File: src/rtl/seg7x8_scan_decoder.sv
// Passive decoder for an 8-digit multiplexed 7-segment scan bus (AN/CAT).
// Optional scan timeout and STALL flag: define SEG7_SCAN_TIMEOUT_EN.
module seg7x8_scan_decoder #(
   parameter int unsigned SETTLE  = 2,
   parameter int unsigned TIMEOUT = 4096
) (
   input  logic        CLK,
   input  logic        RST,
   input  logic        CE,
   input  logic [7:0]  AN,
   input  logic [7:0]  CAT,
   output logic [31:0] HEX_OUT,
   output logic [7:0]  DP_OUT,
   output logic [7:0]  BLANK_OUT,
   output logic [7:0]  SEG_ERR,
   output logic        FRAME_DONE,
   output logic        AN_ERR,
   output logic        STALL
);

   typedef enum logic [1:0] {
      SYNC,
      COLLECT,
      PUBLISH
   } state_t;

   localparam logic [3:0] SETTLE_C = 4'(SETTLE);

   if (SETTLE < 1 || SETTLE > 15 || TIMEOUT < 1) begin : g_bad_param
      $error("seg7x8_scan_decoder: SETTLE or TIMEOUT out of range");
   end

   state_t      state_q, state_d;
   logic [15:0] sample_q;
   logic [3:0]  cnt_q, cnt_d;
   logic        an_err_q;
   logic [7:0]  seen_q, seen_d;
   logic [31:0] hsh_q, hsh_d;
   logic [7:0]  dsh_q, dsh_d;
   logic [7:0]  bsh_q, bsh_d;
   logic [7:0]  esh_q, esh_d;
   logic [31:0] hex_q, hex_d;
   logic [7:0]  dp_q, dp_d;
   logic [7:0]  blank_q, blank_d;
   logic [7:0]  err_q, err_d;
   logic        done_q, done_d;

   logic [7:0]  an_sel;
   logic        an_none;
   logic        an_multi;
   logic [2:0]  idx;
   logic        same;
   logic        accept;
   logic        wr;

   // Acceptance fires on the tick the run length first equals SETTLE.
   always_comb begin
      an_sel   = ~AN;
      an_none  = (an_sel == 8'h00);
      an_multi = ((an_sel & (an_sel - 8'd1)) != 8'h00);
      idx      = 3'd0;
      for (int i = 0; i < 8; i++) begin
         if (an_sel[i]) idx = 3'(i);
      end
      same   = ({AN, CAT} == sample_q);
      cnt_d  = 4'd1;
      if (same) cnt_d = (cnt_q == 4'd15) ? cnt_q : cnt_q + 4'd1;
      accept = CE && !an_none && !an_multi && (cnt_d == SETTLE_C) &&
               !(same && cnt_q == SETTLE_C);
   end

   logic [6:0] seg_s;
   logic [3:0] nib;
   logic       blank;
   logic       serr;
   logic       dp;

   always_comb begin
      seg_s = ~CAT[6:0];
      dp    = ~CAT[7];
      nib   = 4'h0;
      blank = 1'b0;
      serr  = 1'b0;
      case (seg_s)
         7'h3F: nib = 4'h0;
         7'h06: nib = 4'h1;
         7'h5B: nib = 4'h2;
         7'h4F: nib = 4'h3;
         7'h66: nib = 4'h4;
         7'h6D: nib = 4'h5;
         7'h7D: nib = 4'h6;
         7'h07: nib = 4'h7;
         7'h7F: nib = 4'h8;
         7'h6F: nib = 4'h9;
         7'h77: nib = 4'hA;
         7'h7C: nib = 4'hB;
         7'h39: nib = 4'hC;
         7'h5E: nib = 4'hD;
         7'h79: nib = 4'hE;
         7'h71: nib = 4'hF;
         7'h00: blank = 1'b1;
         default: serr = 1'b1;
      endcase
   end

`ifdef SEG7_SCAN_TIMEOUT_EN
   localparam int TW = $clog2(TIMEOUT + 1);
   localparam logic [TW-1:0] TO_C = TW'(TIMEOUT);
   logic [TW-1:0] to_q, to_d;
   logic          stall_q, stall_d;
   logic          to_hit;
`endif

   always_comb begin
      state_d = state_q;
      seen_d  = seen_q;
      hsh_d   = hsh_q;
      dsh_d   = dsh_q;
      bsh_d   = bsh_q;
      esh_d   = esh_q;
      hex_d   = hex_q;
      dp_d    = dp_q;
      blank_d = blank_q;
      err_d   = err_q;
      done_d  = 1'b0;
      wr      = 1'b0;
      unique case (state_q)
         SYNC: begin
            if (accept && idx == 3'd0) begin
               wr      = 1'b1;
               seen_d  = 8'h01;
               state_d = COLLECT;
            end
         end
         COLLECT: begin
            if (accept) begin
               wr     = 1'b1;
               seen_d = seen_q | (8'h01 << idx);
               if (seen_d == 8'hFF) state_d = PUBLISH;
            end
         end
         PUBLISH: begin
            hex_d   = hsh_q;
            dp_d    = dsh_q;
            blank_d = bsh_q;
            err_d   = esh_q;
            done_d  = 1'b1;
            seen_d  = 8'h00;
            state_d = COLLECT;
            if (accept) begin
               wr     = 1'b1;
               seen_d = 8'h01 << idx;
            end
         end
         default: state_d = SYNC;
      endcase
      if (wr) begin
         hsh_d[{idx, 2'b00} +: 4] = nib;
         dsh_d[idx] = dp;
         bsh_d[idx] = blank;
         esh_d[idx] = serr;
      end
`ifdef SEG7_SCAN_TIMEOUT_EN
      to_d    = to_q;
      stall_d = stall_q;
      to_hit  = 1'b0;
      if (accept) begin
         to_d    = '0;
         stall_d = 1'b0;
      end else if (CE && to_q != TO_C) begin
         to_d = to_q + 1'b1;
         if (to_d == TO_C) to_hit = 1'b1;
      end
      if (to_hit) begin
         stall_d = 1'b1;
         state_d = SYNC;
         seen_d  = 8'h00;
      end
`endif
   end

   always_ff @(posedge CLK or posedge RST) begin
      if (RST) begin
         state_q  <= SYNC;
         sample_q <= '0;
         cnt_q    <= '0;
         an_err_q <= 1'b0;
         seen_q   <= '0;
         hsh_q    <= '0;
         dsh_q    <= '0;
         bsh_q    <= '0;
         esh_q    <= '0;
         hex_q    <= '0;
         dp_q     <= '0;
         blank_q  <= 8'hFF;
         err_q    <= '0;
         done_q   <= 1'b0;
      end else begin
         if (CE) begin
            sample_q <= {AN, CAT};
            cnt_q    <= cnt_d;
            if (an_multi) an_err_q <= 1'b1;
         end
         state_q <= state_d;
         seen_q  <= seen_d;
         hsh_q   <= hsh_d;
         dsh_q   <= dsh_d;
         bsh_q   <= bsh_d;
         esh_q   <= esh_d;
         hex_q   <= hex_d;
         dp_q    <= dp_d;
         blank_q <= blank_d;
         err_q   <= err_d;
         done_q  <= done_d;
      end
   end

`ifdef SEG7_SCAN_TIMEOUT_EN
   always_ff @(posedge CLK or posedge RST) begin
      if (RST) begin
         to_q    <= '0;
         stall_q <= 1'b0;
      end else begin
         to_q    <= to_d;
         stall_q <= stall_d;
      end
   end

   assign STALL = stall_q;
`else
   assign STALL = 1'b0;
`endif

   assign HEX_OUT    = hex_q;
   assign DP_OUT     = dp_q;
   assign BLANK_OUT  = blank_q;
   assign SEG_ERR    = err_q;
   assign FRAME_DONE = done_q;
   assign AN_ERR     = an_err_q;

endmodule

File: config.mk
export PLATFORM = sky130hd
export DESIGN_NAME = seg7x8_scan_decoder
export DESIGN_NICKNAME = d
export VERILOG_FILES = /design/src/rtl/seg7x8_scan_decoder.sv
export SDC_FILE = /design/constraint.sdc
export NUM_CORES = 1
export LEC_CHECK = 0
export BUFFER_PORTS_ARGS = -buffer_cell sky130_fd_sc_hd__buf_2
export CAP_MARGIN = 30
export CORE_UTILIZATION = 60
export DETAILED_ROUTE_END_ITERATION = 16
export PLACE_DENSITY = 0.82
export SLEW_MARGIN = 20
export SYNTH_ARGS = -nofsm -noshare
export SYNTH_HDL_FRONTEND = slang
export SYNTH_SLANG_ARGS = --single-unit
File: constraint.sdc
create_clock -name CLK -period 7.87 [get_ports CLK]
set_input_delay 0.3935 -clock CLK [delete_from_list [all_inputs] [get_ports CLK]]
set_output_delay 0.3935 -clock CLK [all_outputs]
set_load 0.01 [all_outputs]
==> results of run 1 <==
==> logic make-up after synthesis <==
logic type | Yosys count | share of synthesized area, %
buffers and inverters | 59 | 3.77
flip-flops | 144 | 53.1
XOR/XNOR | 17 | 2.19
adder cells (fa/ha/maj) | 13 | 2.36
AND/OR/NAND/NOR | 108 | 10.3
multiplexers | 126 | 20.7
other | 1 | 0.0552
AO/OA/AOI/OAI | 72 | 7.47
==> worst max-delay path: stages <==
cell and delay [ns]:
buf_2 0.14, nand2b_1 0.12, a21boi_0 0.09, o21ai_0 0.21, and2_1 0.49, ha_1 0.27, ha_1 0.40, a21oi_1 0.12
nor2_1 0.11, nand4b_1 0.39, buf_6 0.31, nor3_1 0.61, mux2_2 0.42
==> Yosys cell counts (3+ instances only) <==
cell       instances  area (sq um)
inv_1             24          90.1
nand3_1           10          50.1
nor2_1            12          45.0
o211ai_1           4          30.0
or4b_4             6          82.6
buf_1              6          22.5
or3_1              3          18.8
dfstp_2            8           210
a21oi_1           14          70.1
mux2i_1           10           100
ha_1              12           150
nor3_2             3          30.0
clkbuf_1          16          60.1
a31o_2             3          26.3
a21o_1             3          22.5
nand2_1           18          67.6
a32o_1             6          60.1
nor3b_1            3          22.5
mux2_1            28           315
nand4b_1           3          26.3
nor4_2             4          50.1
buf_2              7          35.0
a2111oi_0          3          26.3
a22o_1             3          26.3
mux2_2            88           991
o21ai_0           15          75.1
xor2_1            17           149
o31ai_1            3          22.5
and4_1             3          26.3
a31oi_1            4          25.0
nand4_1            6          37.5
buf_6              3          33.8
nor3_1            15          75.1
and3_1             6          37.5
dfrtp_1          136          3400
==> stage by stage <==
stage | hold slack (ns) | utilization (%)
2_1_floorplan | 0.452 | -
3_3_place_gp | 0.436 | 66.0
3_5_place_dp | 0.446 | 66.0
4_1_cts | 0.0537 | 71.8
5_1_grt | 0.0924 | 71.9
6_report | 0.0439 | 71.9
==> registers in the layout, summed over array words and instances, names as in the netlist <==
register / cells
hsh_q: 32
BLANK_OUT: 8
DP_OUT: 8
esh_q: 8
sample_q: 16
SEG_ERR: 8
bsh_q: 8
AN_ERR: 1
FRAME_DONE: 1
seen_q: 8
HEX_OUT: 32
cnt_q: 4
dsh_q: 8
state_q: 2
==> report_power, final <==
| group | internal [uW] | total (uW) | switching [uW] |
|---|---|---|---|
| combinational | 29.9 | 91.2 | 61.3 |
| clock | 534 | 843 | 309 |
| sequential | 750 | 756 | 6.33 |
| total | 1310 | 1690 | 377 |
==> worst max-delay path by stage <==
| stage | start | endpoint | cells after the start | slack [ns] |
|---|---|---|---|---|
| final | AN[1] | esh_q[2] | 13 | 4.08 |
| after global placement | AN[1] | esh_q[2] | 12 | 3.69 |
| after detailed placement | AN[1] | esh_q[2] | 12 | 3.59 |
| after floorplan | RST | AN_ERR | 1 | 3.62 |
| after global routing | AN[1] | esh_q[2] | 13 | 3.87 |
| after CTS | AN[1] | esh_q[2] | 12 | 3.86 |
==> area by class of cell <==
cell class / instances / area share, %
clock buffers: 21 / 6.11
flip-flops and latches: 144 / 46.0
inverters: 26 / 1.30
repair buffers: 79 / 5.22
clock inverters: 11 / 1.89
well taps: 140 / 2.23
multi-input cells: 337 / 37.3
==> layer usage <==
metal | global-route usage (%) | part of all wire [%] | vias up
met1 | 33.5 | 44 | 2323
met3 | 6.75 | 4.6 | 28
met4 | 11.5 | 1.8 | 0
met5 | 0 | 0 | -
li1 | - | - | 2085
met2 | 42.0 | 50 | 149
==> metrics.md, run 1 <==
| Metric | Value |
|---|---|
| Share of cells above drive strength 1 | `37.5%` |
| Core ar. | `10900 sq um` |
| Hold violation total from the final report | `0` |
| Fill cell count | `724` |
| Clock Latency Late Sink | `0.42 ns` |
| Antenna cells | `0` |
| Status | `finished clean` |
| Syn nets | `571` |
| Vias in the first global route | `4676` |
| DR iter-0 viols | `227` |
| Clock Skew | `0.0108 ns` |
| CTS sink count | `144` |
| Worst EP required | `8.17 ns` |
| Post-Syn Area | `6800 sq um` |
| FF+latch count, synth | `144` |
| Area Growth Syn to Fin | `15.6%` |
| Routed vias/inst | `6.05` |
| Total global-route track usage | `26.1%` |
| Port bufs | `76` |
| DRC viols | `0` |
| Slew @ Worst Pin | `0.947 ns` |
| Place WS | `3.59 ns` |
| EDFF count, synth | `0` |
| Max cap viols | `0` |
| Hold WC Path Type | `input pin to asynchronous set/reset pin` |
| Hold Buf Count CTS | `0` |
| Reg2Reg Launch Point | `cnt_q[0]` |
| Setup Viol. Count Final | `0` |
| Sequential area share after synthesis | `53.1%` |
| Hpwl dp | `9440 microns` |
| Overflow after GRT | `0` |
| Placed Instances | `725` |
| Total power draw | `1690 uW` |
| Crit path DAT | `4.09 ns` |
| Min setup slack post-route | `4.08 ns` |
| CP Max Fanout | `14` |
| Setup TNS | `0 ns` |
| Die area | `11800 sq um` |
| Power Density | `215 nW/um^2` |
| Library cells used by synthesis | `64` |
| CTS H-tree lvls | `4` |
| Max Clk Rate | `264 MHz` |
| DIE HEIGHT | `108 microns` |
| Final Critical Period | `3.79 ns` |
| FF+latch area | `3610 sq um` |
| Number of post-CTS setup repair buffers | `0` |
| Non-filler cells, final | `758` |
| R2r endpoint | `esh_q[2]` |
| Final slew viol count | `0` |
| FF-to-FF path depth | `9` |
| Leak pwr | `0.00397 uW` |
| Gpl congestion | `0.843` |
| Clock transition at path regs | `0.06 ns` |
| Unrepaired setup endpoints after global routing | `false` |
| Root buffer cell | `clkbuf_16` |
| Worst IR Drop VDD | `175 uV` |
| Io pins | `78` |
| Routed len/inst | `18.6 microns` |
| Routed Antenna Nets | `0` |
| Crit. End Element | `register` |
| Rows | `38` |
| Area of the multi-input gates | `2930 sq um` |
| CP Launch Type | `input pin` |
| Max_slew headroom | `35.2%` |
| CTS Buf Count | `17` |
| Initial antenna violation count | `0` |
| Initial Utilization | `62.2%` |
| Pin count of the biggest net entering global routing | `80` |
| Async S/R FF share, synth | `100%` |
| Post-route cell area | `7860 sq um` |
| Post-DP Area | `7220 sq um` |
| Post-cts sizing count | `0` |
| Global-route wire length before repair | `23200 microns` |
| Commonest non-fill, non-tap cell in the layout | `dfrtp_1` |
| Ys flop type | `dfrtp_1` |
| Layout Nets | `636` |
| R2R setup slack | `4.60 ns` |
| Worst Setup Path Type | `input pin to register` |
| DRT Pass-1 Iters | `5` |
| Mapped Cells | `540` |
| WL final | `14100 microns` |
| Die W | `108 microns` |
| Via count | `4585` |
| Clk buf depth | `2` |
| Fin crit share | `48.1%` |
| Ys Warns | `0` |
| CTS tree | `done` |
| Most frequent cells in the layout | `dfrtp_1, mux2_2, buf_2, mux2_1, inv_1` |
| Avg Synthesized Cell Area | `12.6 sq um` |
Note: power is estimated with default switching activity, not from simulation.
==> run 2, diff against run 1 <==
Settings changed: CORE_UTILIZATION 60 to 58, PLACE_DENSITY 0.82 to 0.79.
Clock period 7.87 ns to 3.7 ns, I/O delays scaled along.
==> metrics.md, run 2 (synthesis results as in run 1) <==
| Metric | Value |
|---|---|
| Area Growth Syn to Fin | `15.8%` |
| NetSw | `795 uW (+110%)` |
| Post-route cell area | `7880 sq um (+0.18%)` |
| Setup TNS | `0 ns (unchanged)` |
| Worst IR Drop VDD | `536 uV (+210%)` |
| DRC viols | `0 (unchanged)` |
| WL final | `14000 microns (-1.0%)` |
| Final slew viol count | `0 (unchanged)` |
| Most frequent cells in the layout | `dfrtp_1, mux2_2, buf_2, mux2_1, inv_1` |
| Max cap viols | `0 (unchanged)` |
| Leak pwr | `0.00398 uW (+0.21%)` |
| DR iter-0 viols | `292 (+29%)` |
| Crit path DAT | `3.14 ns (-0.95 ns)` |
| Gate power share | `5.7% (+0.3 points)` |
| Final Critical Period | `2.83 ns` |
| Setup Viol. Count Final | `0 (unchanged)` |
| Clock power share | `48.1% (-1.8 points)` |
| Total power draw | `3490 uW (+110%)` |
| Slowest cell on the critical path | `o41ai_2` |
| Initial Utilization | `59.5% (-2.6 points)` |
| Gpl congestion | `0.847 (+0.38%)` |
| Via count | `4537 (-1.0%)` |
| CP Max Fanout | `7 (-7)` |
| Overflow after GRT | `0 (unchanged)` |
| Part of the power in registers | `46.1% (+1.4 points)` |
| Worst Setup Path Type | `register to register` |
| Routed vias/inst | `5.93 (-2.0%)` |
| Worst EP required | `4.01 ns (-4.16 ns)` |
| Critical path cell sequence | `inv_1 > ha_1 > or3_1 > o21ai_0 > o211ai_1 > o41ai_2 > nand3_1 > a32o_1` |
| Hold Buf Count CTS | `1 (+1)` |
| Clk buf depth | `2 (unchanged)` |
| FF+latch area | `3610 sq um (unchanged)` |
| Routed len/inst | `18.3 microns (-1.9%)` |
| Global-route wire length before repair | `23400 microns (+0.95%)` |
| Post-cts sizing count | `0 (unchanged)` |
| CTS tree | `done` |
| Fill cell count | `830 (+15%)` |
| Port bufs | `76 (unchanged)` |
| CTS Buf Count | `17 (unchanged)` |
| Pin count of the biggest net entering global routing | `68 (-15%)` |
| Number of post-CTS setup repair buffers | `0 (unchanged)` |
| DRT Pass-1 Iters | `5 (unchanged)` |
| Switching Share | `22.8% (+0.51 points)` |
| Hpwl dp | `9630 microns (+1.9%)` |
| Slew @ Worst Pin | `0.799 ns (-0.148 ns)` |
| Commonest non-fill, non-tap cell in the layout | `dfrtp_1` |
| Rows | `39 (+2.6%)` |
| Die W | `110 microns (+1.7%)` |
| Post-DP Area | `7260 sq um (+0.52%)` |
| Clock Latency Late Sink | `0.42 ns (about the same)` |
| Die area | `12200 sq um (+3.4%)` |
| Layout Nets | `640 (+0.63%)` |
| Vias in the first global route | `4689 (+0.28%)` |
| Antenna cells | `0 (unchanged)` |
| Placed Instances | `731 (+0.83%)` |
| Io pins | `78 (unchanged)` |
| DIE HEIGHT | `110 microns (+1.7%)` |
| Routed Antenna Nets | `0 (unchanged)` |
| Clock transition at path regs | `0.06 ns (about the same)` |
| Hold WC Path Type | `input pin to register` |
| Power Density | `443 nW/um^2 (+110%)` |
| Max Clk Rate | `354 MHz` |
| Max_slew headroom | `45.4% (+10 points)` |
| CTS H-tree lvls | `4 (unchanged)` |
| Core ar. | `11400 sq um (+4.4%)` |
| Hold WS | `0.0945 ns (+0.0505 ns)` |
| Initial antenna violation count | `0 (unchanged)` |
| Non-filler cells, final | `765 (+0.92%)` |
| Area of the multi-input gates | `2930 sq um (unchanged)` |
| Crit. End Element | `register` |
| Clock Skew | `0.00656 ns (-0.00426 ns)` |
| Status | `finished clean` |
| CP peak stage delay | `0.60 ns (about the same)` |
| Share of cells above drive strength 1 | `37.8% (+0.24 points)` |
| CP Launch Type | `register` |
| Fin crit share | `76.5%` |
| CTS sink count | `144 (unchanged)` |
| Hold violation total from the final report | `0 (unchanged)` |
| Cell internal pwr | `2690 uW (+100%)` |
| Total global-route track usage | `25.9% (-0.25 points)` |
| Unrepaired setup endpoints after global routing | `false` |
| Root buffer cell | `clkbuf_16` |
run 2: critical path: cells and delay by family, from the launching register on:
family | cells | cell delay (ns)
AOI/OAI and AO/OA | 4 | 1.28
adders and majority gates | 1 | 0.20
buffers and inverters | 1 | 0.08
DFF | 1 | 0.46
and+or+nand+nor | 2 | 0.70
run 2: metal layers:
| metal | part of all wire, % | GRT usage [%] | vias up |
|---|---|---|---|
| li1 | - | - | 2106 |
| met1 | 43 | 32.1 | 2276 |
| met2 | 51 | 42.6 | 125 |
| met3 | 4.6 | 7.05 | 30 |
| met4 | 2.2 | 11.4 | 0 |
| met5 | 0 | 0 | - |
run 2: power groups by stage:
stage	clock network, uW	logic (uW)	registers [uW]
after global placement	0	189	1630
after CTS	1710	199	1610
final	1680	200	1610
after global routing	1780	224	1610
after detailed placement	0	196	1640
after floorplan	0	148	1630
run 2: path summary, 6_finish.rpt:
path	startpoint	end	slack, ns	cells after the start
worst max-delay path	cnt_q[0]	seen_q[5]	0.87	8
worst min-delay path	AN[1]	sample_q[9]	0.09	2
worst max register to register	cnt_q[0]	seen_q[5]	0.87	8
worst min register to register	AN_ERR	AN_ERR	0.46	1
max in group asynchronous	RST	BLANK_OUT[0]	2.51	5
min in group asynchronous	RST	hsh_q[2]	0.22	3
run 2: area by class of cell:
| type | instances | area share, % |
|---|---|---|
| timing repair buffer | 83 | 5.85 |
| sequential | 144 | 45.9 |
| multi-input combinational | 337 | 37.2 |
| clock inverter | 13 | 1.75 |
| tap | 143 | 2.27 |
| inverter | 26 | 1.29 |
| clock buffer | 19 | 5.75 |
run 2: through the flow:
stage | utilization (%) | worst slack [ns]
after detailed placement | 63.5 | 0.707
after global routing | 69.0 | 0.722
after global placement | 63.5 | 0.819
after CTS | 68.8 | 0.906
final | 69.0 | 0.871
after floorplan | - | 0.730
